[config.mk]
export PLATFORM = sky130hd
export DESIGN_NAME = scroll_strip_flat
export DESIGN_NICKNAME = d
export VERILOG_FILES = /design/src/rtl/scroll_strip_if.sv /design/src/rtl/scroll_strip.sv /design/src/flat_wrapper.sv
export SDC_FILE = /design/constraint.sdc
export NUM_CORES = 1
export LEC_CHECK = 0
export ABC_AREA = 1
export BUFFER_PORTS_ARGS = -buffer_cell sky130_fd_sc_hd__buf_2
export CAP_MARGIN = 20
export CORE_ASPECT_RATIO = 0.7
export CORE_MARGIN = 4
export CORE_UTILIZATION = 50
export CTS_CLUSTER_SIZE = 25
export DETAILED_ROUTE_END_ITERATION = 16
export PLACE_DENSITY = 0.66
export SYNTH_ARGS = -nofsm -noshare
export SYNTH_HDL_FRONTEND = slang
export SYNTH_SLANG_ARGS = --single-unit
export TNS_END_PERCENT = 1
[constraint.sdc]
create_clock -name clk -period 7.85 [get_ports clk]
set_clock_uncertainty 0.15 [all_clocks]
set_input_delay 0.785 -clock clk [delete_from_list [all_inputs] [get_ports clk]]
set_output_delay 0.785 -clock clk [all_outputs]
set_load 0.01 [all_outputs]
[src/rtl/scroll_strip_if.sv]
// Control/status bundle between the game controller and a scroll_strip.
// The controller drives the master side; the strip is the slave.
interface scroll_strip_if #(
  parameter int N_SEG     = 2,
  parameter int SEG_WIDTH = 640,
  parameter int SPEED_W   = 15,
  parameter int VAR_BITS  = 1
);
  localparam int XPOS_W = $clog2(N_SEG * SEG_WIDTH) + 2;

  logic                               update;
  logic [SPEED_W-1:0]                 speed;
  logic                               start;
  logic                               crash;
  logic [10:0]                        rng_data;
  logic [N_SEG-1:0][XPOS_W-1:0]       x_pos;
  logic [N_SEG-1:0][VAR_BITS-1:0]     variant;
  logic [N_SEG-1:0]                   wrapped;
  logic                               ready;

  modport master (
    output update, speed, start, crash, rng_data,
    input  x_pos, variant, wrapped, ready
  );

  modport slave (
    input  update, speed, start, crash, rng_data,
    output x_pos, variant, wrapped, ready
  );
endinterface

[src/rtl/scroll_strip.sv]
// N-segment ring scroller: segments step left on each accepted update and
// re-enter behind the last segment with a fresh random variant.
//   state    | meaning
//   WAITING  | idle after reset, waiting for start
//   RUNNING  | accepting updates (ready=1)
//   UPDATING | one-cycle holdoff after a step
//   CRASHED  | frozen until start re-initialises the strip
module scroll_strip #(
  parameter int N_SEG          = 2,
  parameter int SEG_WIDTH      = 640,
  parameter int SCALE_LOG2     = 10,
  parameter int SPEED_W        = 15,
  parameter int PARALLAX_SHIFT = 0,
  parameter int VAR_BITS       = 1
) (
  input logic          clk,
  input logic          rst,
  scroll_strip_if.slave bus
);
  localparam int XPOS_W = $clog2(N_SEG * SEG_WIDTH) + 2;
  localparam int GPOS_W = XPOS_W + SCALE_LOG2;

  localparam logic [1:0] S_WAITING  = 2'd0;
  localparam logic [1:0] S_RUNNING  = 2'd1;
  localparam logic [1:0] S_UPDATING = 2'd2;
  localparam logic [1:0] S_CRASHED  = 2'd3;

  localparam logic signed [GPOS_W-1:0] SEG_G    = GPOS_W'(SEG_WIDTH << SCALE_LOG2);
  localparam logic signed [GPOS_W-1:0] RING_G   = GPOS_W'((N_SEG * SEG_WIDTH) << SCALE_LOG2);
  localparam logic signed [GPOS_W-1:0] WRAP_LIM = -SEG_G;

  function automatic logic signed [GPOS_W-1:0] init_gpos(input int i);
    return GPOS_W'((i * SEG_WIDTH) << SCALE_LOG2);
  endfunction

  function automatic logic [VAR_BITS-1:0] rotl(input logic [VAR_BITS-1:0] v, input int r);
    logic [2*VAR_BITS-1:0] d;
    d = {v, v} << (r % VAR_BITS);
    return d[2*VAR_BITS-1:VAR_BITS];
  endfunction

  logic [1:0]                     state;
  logic signed [GPOS_W-1:0]       gpos     [N_SEG];
  logic signed [GPOS_W-1:0]       n_gpos   [N_SEG];
  logic signed [GPOS_W-1:0]       next_gpos[N_SEG];
  logic [N_SEG-1:0]               wrap_n;
  logic [N_SEG-1:0][VAR_BITS-1:0] next_var;
  logic [N_SEG-1:0][VAR_BITS-1:0] variant_q;
  logic [N_SEG-1:0]               wrapped_q;
  logic [SPEED_W-1:0]             step_raw;
  logic signed [GPOS_W-1:0]       step;

  // only the low VAR_BITS of the random source are consumed
  logic unused_rng;
  assign unused_rng = ^bus.rng_data;

  assign step_raw = bus.speed >> PARALLAX_SHIFT;
  assign step     = GPOS_W'(step_raw);

  always_comb begin
    wrap_n   = '0;
    next_var = '0;
    for (int i = 0; i < N_SEG; i++) begin
      n_gpos[i]    = gpos[i] - step;
      wrap_n[i]    = (n_gpos[i] <= WRAP_LIM);
      next_gpos[i] = wrap_n[i] ? n_gpos[i] + RING_G : n_gpos[i];
      next_var[i]  = rotl(bus.rng_data[VAR_BITS-1:0], i);
    end
  end

  always_ff @(posedge clk) begin
    if (rst) begin
      state     <= S_WAITING;
      variant_q <= '0;
      wrapped_q <= '0;
      for (int i = 0; i < N_SEG; i++) gpos[i] <= init_gpos(i);
    end else begin
      wrapped_q <= '0;
      if (bus.crash) begin
        state <= S_CRASHED;
      end else begin
        case (state)
          S_WAITING: if (bus.start) state <= S_RUNNING;
          S_RUNNING: begin
            if (bus.update) begin
              state     <= S_UPDATING;
              wrapped_q <= wrap_n;
              for (int i = 0; i < N_SEG; i++) begin
                gpos[i] <= next_gpos[i];
                if (wrap_n[i]) variant_q[i] <= next_var[i];
              end
            end
          end
          S_UPDATING: state <= S_RUNNING;
          S_CRASHED: begin
            if (bus.start) begin
              state     <= S_RUNNING;
              variant_q <= '0;
              for (int i = 0; i < N_SEG; i++) gpos[i] <= init_gpos(i);
            end
          end
          default: state <= S_WAITING;
        endcase
      end
    end
  end

  // pixel position is the floor of the fixed-point position
  for (genvar g = 0; g < N_SEG; g++) begin : g_xpos
    assign bus.x_pos[g] = XPOS_W'(gpos[g] >>> SCALE_LOG2);
  end

  assign bus.variant = variant_q;
  assign bus.wrapped = wrapped_q;
  assign bus.ready   = (state == S_RUNNING);
endmodule

[src/flat_wrapper.sv]
// flat-port wrapper written by rule: the top's interface ports become plain ports
module scroll_strip_flat 
#(
  parameter int N_SEG          = 2,
  parameter int SEG_WIDTH      = 640,
  parameter int SCALE_LOG2     = 10,
  parameter int SPEED_W        = 15,
  parameter int PARALLAX_SHIFT = 0,
  parameter int VAR_BITS       = 1
)
  (clk, rst, bus_update, bus_speed, bus_start, bus_crash, bus_rng_data, bus_x_pos, bus_variant, bus_wrapped, bus_ready);
  scroll_strip_if #(.N_SEG(N_SEG), .SEG_WIDTH(SEG_WIDTH), .SPEED_W(SPEED_W), .VAR_BITS(VAR_BITS)) bus_i ();
  input logic clk;
  input logic rst;
  input wire logic [$bits(bus_i.update)-1:0] bus_update;
  input wire logic [$bits(bus_i.speed)-1:0] bus_speed;
  input wire logic [$bits(bus_i.start)-1:0] bus_start;
  input wire logic [$bits(bus_i.crash)-1:0] bus_crash;
  input wire logic [$bits(bus_i.rng_data)-1:0] bus_rng_data;
  output wire logic [$bits(bus_i.x_pos)-1:0] bus_x_pos;
  output wire logic [$bits(bus_i.variant)-1:0] bus_variant;
  output wire logic [$bits(bus_i.wrapped)-1:0] bus_wrapped;
  output wire logic [$bits(bus_i.ready)-1:0] bus_ready;
  assign bus_i.update = bus_update;
  assign bus_i.speed = bus_speed;
  assign bus_i.start = bus_start;
  assign bus_i.crash = bus_crash;
  assign bus_i.rng_data = bus_rng_data;
  assign bus_x_pos = bus_i.x_pos;
  assign bus_variant = bus_i.variant;
  assign bus_wrapped = bus_i.wrapped;
  assign bus_ready = bus_i.ready;
  scroll_strip #(.N_SEG(N_SEG), .SEG_WIDTH(SEG_WIDTH), .SCALE_LOG2(SCALE_LOG2), .SPEED_W(SPEED_W), .PARALLAX_SHIFT(PARALLAX_SHIFT), .VAR_BITS(VAR_BITS)) u_core (.clk(clk), .rst(rst), .bus(bus_i));
endmodule
## Yosys cells after proc, flatten, opt, wreduce, memory -nomap -nowiden

Memories as Yosys holds them, arrays and structs flattened.
Index checks and enable logic that the tools add are counted.

- $add $sub $neg: 4
- Magnitude comparators: 2
- Equal/unequal tests: 9
- Muxes and demuxes: 27
- Bitwise gates (word level): 7
- Reduce and logical (&&, ||, !) cells: 7

Operators by type and width:

| kind | number |
|---|---|
| 23-bit 2-to-1 mux | 6 |
| 23-bit by 22-bit adder with 23-bit output, second input constant | 2 |
| 23-bit by 21-bit <= comparator with 1-bit output, second input constant | 2 |
| 23-bit by 16-bit subtractor with 23-bit output | 2 |
| 1-bit 2-to-1 mux | 14 |
| 2-bit 2-to-1 mux | 5 |
| 5-bit AND reduction | 2 |
| 2-bit one-hot mux with 3 select lines | 1 |
| 2-bit == test, second input constant | 2 |
| 2-bit by 1-bit != test with 1-bit output, second input constant | 2 |
| 2-bit != test, second input constant | 2 |
| 1-bit bitwise OR | 4 |
| 2-bit one-hot mux with 2 select lines | 1 |
| 4-bit OR reduction | 1 |
| 3-bit by 1-bit != test with 1-bit output, second input constant | 1 |
| 3-bit != test, second input constant | 1 |
| 1-bit NOT | 3 |
| 2-bit by 1-bit == test with 1-bit output, second input constant | 1 |
| 2-bit zero test | 1 |
| 2-bit AND reduction | 1 |
| 2-bit nonzero test | 1 |
| 2-bit OR reduction | 1 |

- Register bits: 6
- RAM bits: 46
- Output and inout port bits: 31
- Logic and storage cells: 61
- Memories: 1

Memories:

| name | depth | bits a word | rd ports | clocked after memory_dff | wr ports | line | source |
|---|---|---|---|---|---|---|---|
| u_core.gpos | 2 | 23 | 2 | 0 | 2 | scroll_strip.sv:43 | `logic signed [GPOS_W-1:0] gpos [N_SEG];` |

## Longest topological paths before layout

- Depth in word-level cells: 7
- Gate-level depth with buffers: 26
- Gate-level depth less buffers: 26

## Worst setup path before layout

No wires, ideal clock.

- Path kind: input to register
- Start point: input port bus_speed[6]
- End point: memory u_core.gpos[0][45] (netlist bit), data pin
- Data arrival time: 3.086 ns
- Path slack: 4.361 ns
- Stages on the path: 23
- Cells stage by stage: inv_1 ha_1 nand2_1 inv_1 a21oi_1 nand2_2 nand2_1 nand3_2 xor2_2 ha_1 nand3_1 nor2_1 nand3_1 nor2_1 nand2_1 nor2_1 nand3_1 nor2_1 nand3_1 nand2_4 inv_4 o21ai_1 nor2_1

RTL lines:

| item | line | source |
|---|---|---|
| from (decl) | flat_wrapper.sv:16 | `input wire logic [$bits(bus_i.speed)-1:0] bus_speed;` |
| to (decl) | scroll_strip.sv:43 |  |

==> results.toml <==
[global_route]
grt.overflow.total = 0
globalRouteTotalUtil_pct = 22.55
grt_pass1_vias = 4637
grt_max_degree = 47
grt_first_pass_wirelength_mm = 22.76
antenna_violations_before_repair = 0

[power_and_ir_drop]
power_density_nw_per_um2 = 155.6
total_leakage_power_nw = 3.176
irDropWorstVdd_uv = 93.26

[routing]
first_iter_violations = 426
antenna_violating_nets_post_route = 0
vias = 5115
vias_per_cell = 5.020
detail_route.drc_violations = 0
postRouteWirelength_mm = 13.90
post_drt_wl_per_cell_microns = 13.64
drt_pass_1_iters = 6

[clock_network]
clkSinkCount = 52
cts_buffer_depth = 2
count_of_cells_resized_by_post_cts_repair = 0
clock_tree_from_tritoncts = "yes"
clock-root-buffer = "sky130_fd_sc_hd__clkbuf_16"
hold_buffers = 0
clock_insertion_delay_worst_skew_ns = 0.30
postCtsSetupRepairBufs = 0
cts_buffers = 5
cts.reportedPaths.clkPinSlew_ns = 0.07
h-tree-depth = 2

[critical_path]
timing.critical_path.to_type = "register"
crit_slowest_cell = "sky130_fd_sc_hd__ha_1"
r2r.worst_path.cells = 24
cp_num_cells = 26
crit_required_ns = 7.76
worstSetupStartpoint = "bus_speed[2]"
timing.critical_path.buf_inv = 4
timing.critical_path.fanout_max = 6
crit_family = "simple AND/OR/NAND/NOR gates"
crit_type = "in -> reg"
reg2reg_from = "u_core.gpos[0][25]"
worstSetupStartpointType = "input port"
worst-endpoint-arrival_ns = 4.12
slowest_delay_ns = 0.38

[yosys]
fraction_of_the_mapped_netlist_area_in_simple_logic_gates_pct = 40.01
post-synth-top-area-fraction_pct = 25.39
yosys.area.top_type = "sky130_fd_sc_hd__edfxtp_1"
ys_seq_area_share_pct = 27.59
synth_mux_area_share_pct = 0
ys.warnings.count = 0
synthesis.area_per_instance_sq_um = 6.357
combinational_family_with_the_most_area_after_synthesis = "simple AND/OR/NAND/NOR gates"
yosysMostFrequentCell = "sky130_fd_sc_hd__nand2_1"
post_synthesis_net_count = 925
synth-compound-area-share_pct = 5.105
synth_common_cells = "291 x sky130_fd_sc_hd__nand2_1, 159 x sky130_fd_sc_hd__inv_1, 91 x sky130_fd_sc_hd__nor2_1, 54 x sky130_fd_sc_hd__nand3_1, 46 x sky130_fd_sc_hd__edfxtp_1"
synth.area.top_cells = "sky130_fd_sc_hd__edfxtp_1 25%, sky130_fd_sc_hd__nand2_1 20%, sky130_fd_sc_hd__inv_1 11%, sky130_fd_sc_hd__ha_1 8.3%, sky130_fd_sc_hd__nor2_1 6.3%"
number_of_flops_mapped_to_enable_cells_by_yosys = 46
post_synth_inst_count = 856
ys_seq_elements = 52
synth.lib_cells_used.distinct = 33
yosys.area_share.xor_xnor_pct = 2.851
share_of_synthesized_registers_carrying_an_async_set_or_reset_pct = 0
synth_ff_type = "sky130_fd_sc_hd__edfxtp_1"
synth-adder-area-share_pct = 9.014
netlist_area_before_placement_sq_um = 5441

[timing]
final.setup.tns_ns = 0
fmax_mhz = 237.7
timing.final.setup_violations = 0
finalHoldViolations = 0
relSlewSlack_pct = 57.10
timing.final.crit_period_ns = 4.206
slew_violations = 0
grt_setup_unrepaired = "false"
worst_slack_ns = 3.644
max_slew.worst_pin.slew_ns = 0.6436
finalCritPeriodShare_pct = 53.59

[final_layout]
synth_to_layout_area_growth_pct = 7.312
postLayoutCellArea_sq_um = 5839
insertedDiodeCount = 0
post_layout_utilization_of_the_core_pct = 55.76
layout-drive-gt1-share_pct = 13.64
final_nets = 955

[floorplan]
placementRows = 31
chipHeight_microns = 95.28
die-width_microns = 132.7
start_util_pct = 51.96
floorplan.die_area_sq_um = 12640
core_area_sq_um = 10470
i_o_pin_count = 62

[hold_path]
hold_path.startpoint = "u_core.state[1]"
min_delay_path_depth = 2
hp-class = "reg -> reg"

[place]
post-place-ws_ns = 3.438
port_buffers = 51
routabilityCongestion = 0.9504
post-dp-hpwl_mm = 11.30
placement.cell_area_sq_um = 5672

[outcome]
status = "finished clean"

[run]
maxCapViolCount = 0
[where the power goes]
group | leakage [nW] | internal [mW] | switching, mW
Clock | 0.0798 | 0.150 | 0.111
Sequential | 0.523 | 0.321 | 0.0112
Combinational | 2.57 | 0.102 | 0.214
[cell type report]
class                   instances  area (sq um)
fillers                      1094          4633
clock inverters                 3         42.54
repair buffers                 53         270.3
clock buffers                   5         125.1
well taps                     132         165.2
multi-input cells             607          3105
inverters                     167         629.4
flip-flops and latches         52          1501
[registers in the layout (all words and copies together) (netlist names)]
| register | cells |
|---|---|
| u_core.bus.variant | 2 |
| u_core.bus.wrapped | 2 |
| u_core.state | 2 |
| u_core.gpos | 46 |
[worst min-delay path, cell delays in order, from the launching register on]
cell,delay [ns]
sky130_fd_sc_hd__dfxtp_1,0.33
sky130_fd_sc_hd__nand2_1,0.06
sky130_fd_sc_hd__a21oi_1,0.05
[logic make-up (layout without fill, tap and decap cells)]
family,after synthesis,count (layout)
buffers and inverters,197,228
and+or+nand+nor,503,503
AOI/OAI and AO/OA,50,50
DFF,52,52
adders and majority gates,38,38
xor gates and xnor gates,16,16
[worst paths after layout]
kind	slack (ns)	to
max	3.64	u_core.gpos[0][45]
max reg2reg	3.90	u_core.gpos[0][45]
min	0.34	u_core.state[1]
min reg2reg	0.34	u_core.state[1]
[cells in the final DEF, fill, tap and decap left out, types with 4 or more instances in the layout]
cell type and count:
sky130_fd_sc_hd__nand3b_1 5, sky130_fd_sc_hd__xor2_1 9, sky130_fd_sc_hd__nand2_1 291, sky130_fd_sc_hd__ha_1 36
sky130_fd_sc_hd__edfxtp_1 46, sky130_fd_sc_hd__buf_2 51, sky130_fd_sc_hd__o21ai_0 4, sky130_fd_sc_hd__nand2_2 23
sky130_fd_sc_hd__xnor2_1 5, sky130_fd_sc_hd__nor2_1 91, sky130_fd_sc_hd__nand4_1 11, sky130_fd_sc_hd__a21oi_2 5
sky130_fd_sc_hd__clkbuf_16 5, sky130_fd_sc_hd__a21oi_1 34, sky130_fd_sc_hd__inv_2 6, sky130_fd_sc_hd__nand3_2 7
sky130_fd_sc_hd__nand3_1 53, sky130_fd_sc_hd__nor2_2 9, sky130_fd_sc_hd__dfxtp_1 6, sky130_fd_sc_hd__o21ai_1 5
sky130_fd_sc_hd__inv_1 159
[metrics by stage]
stage,cells,hold slack [ns],total power [mW]
after floorplan,856,0.3045,0.5781
after CTS,1019,0.3458,0.9069
after global placement,1011,0.3203,0.6412
after global routing,1019,0.3684,0.9681
after detailed placement,1011,0.3196,0.6473
final,1019,0.3386,0.9084
[layer usage]
metal	wire length [microns]	global-route usage (%)	vias up
met4	78	3.287	0
met1	7631	36.36	2286
met2	5126	31.62	147
met3	1060	3.745	7
li1	-	-	2675
met5	0	0	-
No activity file was read; power rests on OpenSTA's default activity.
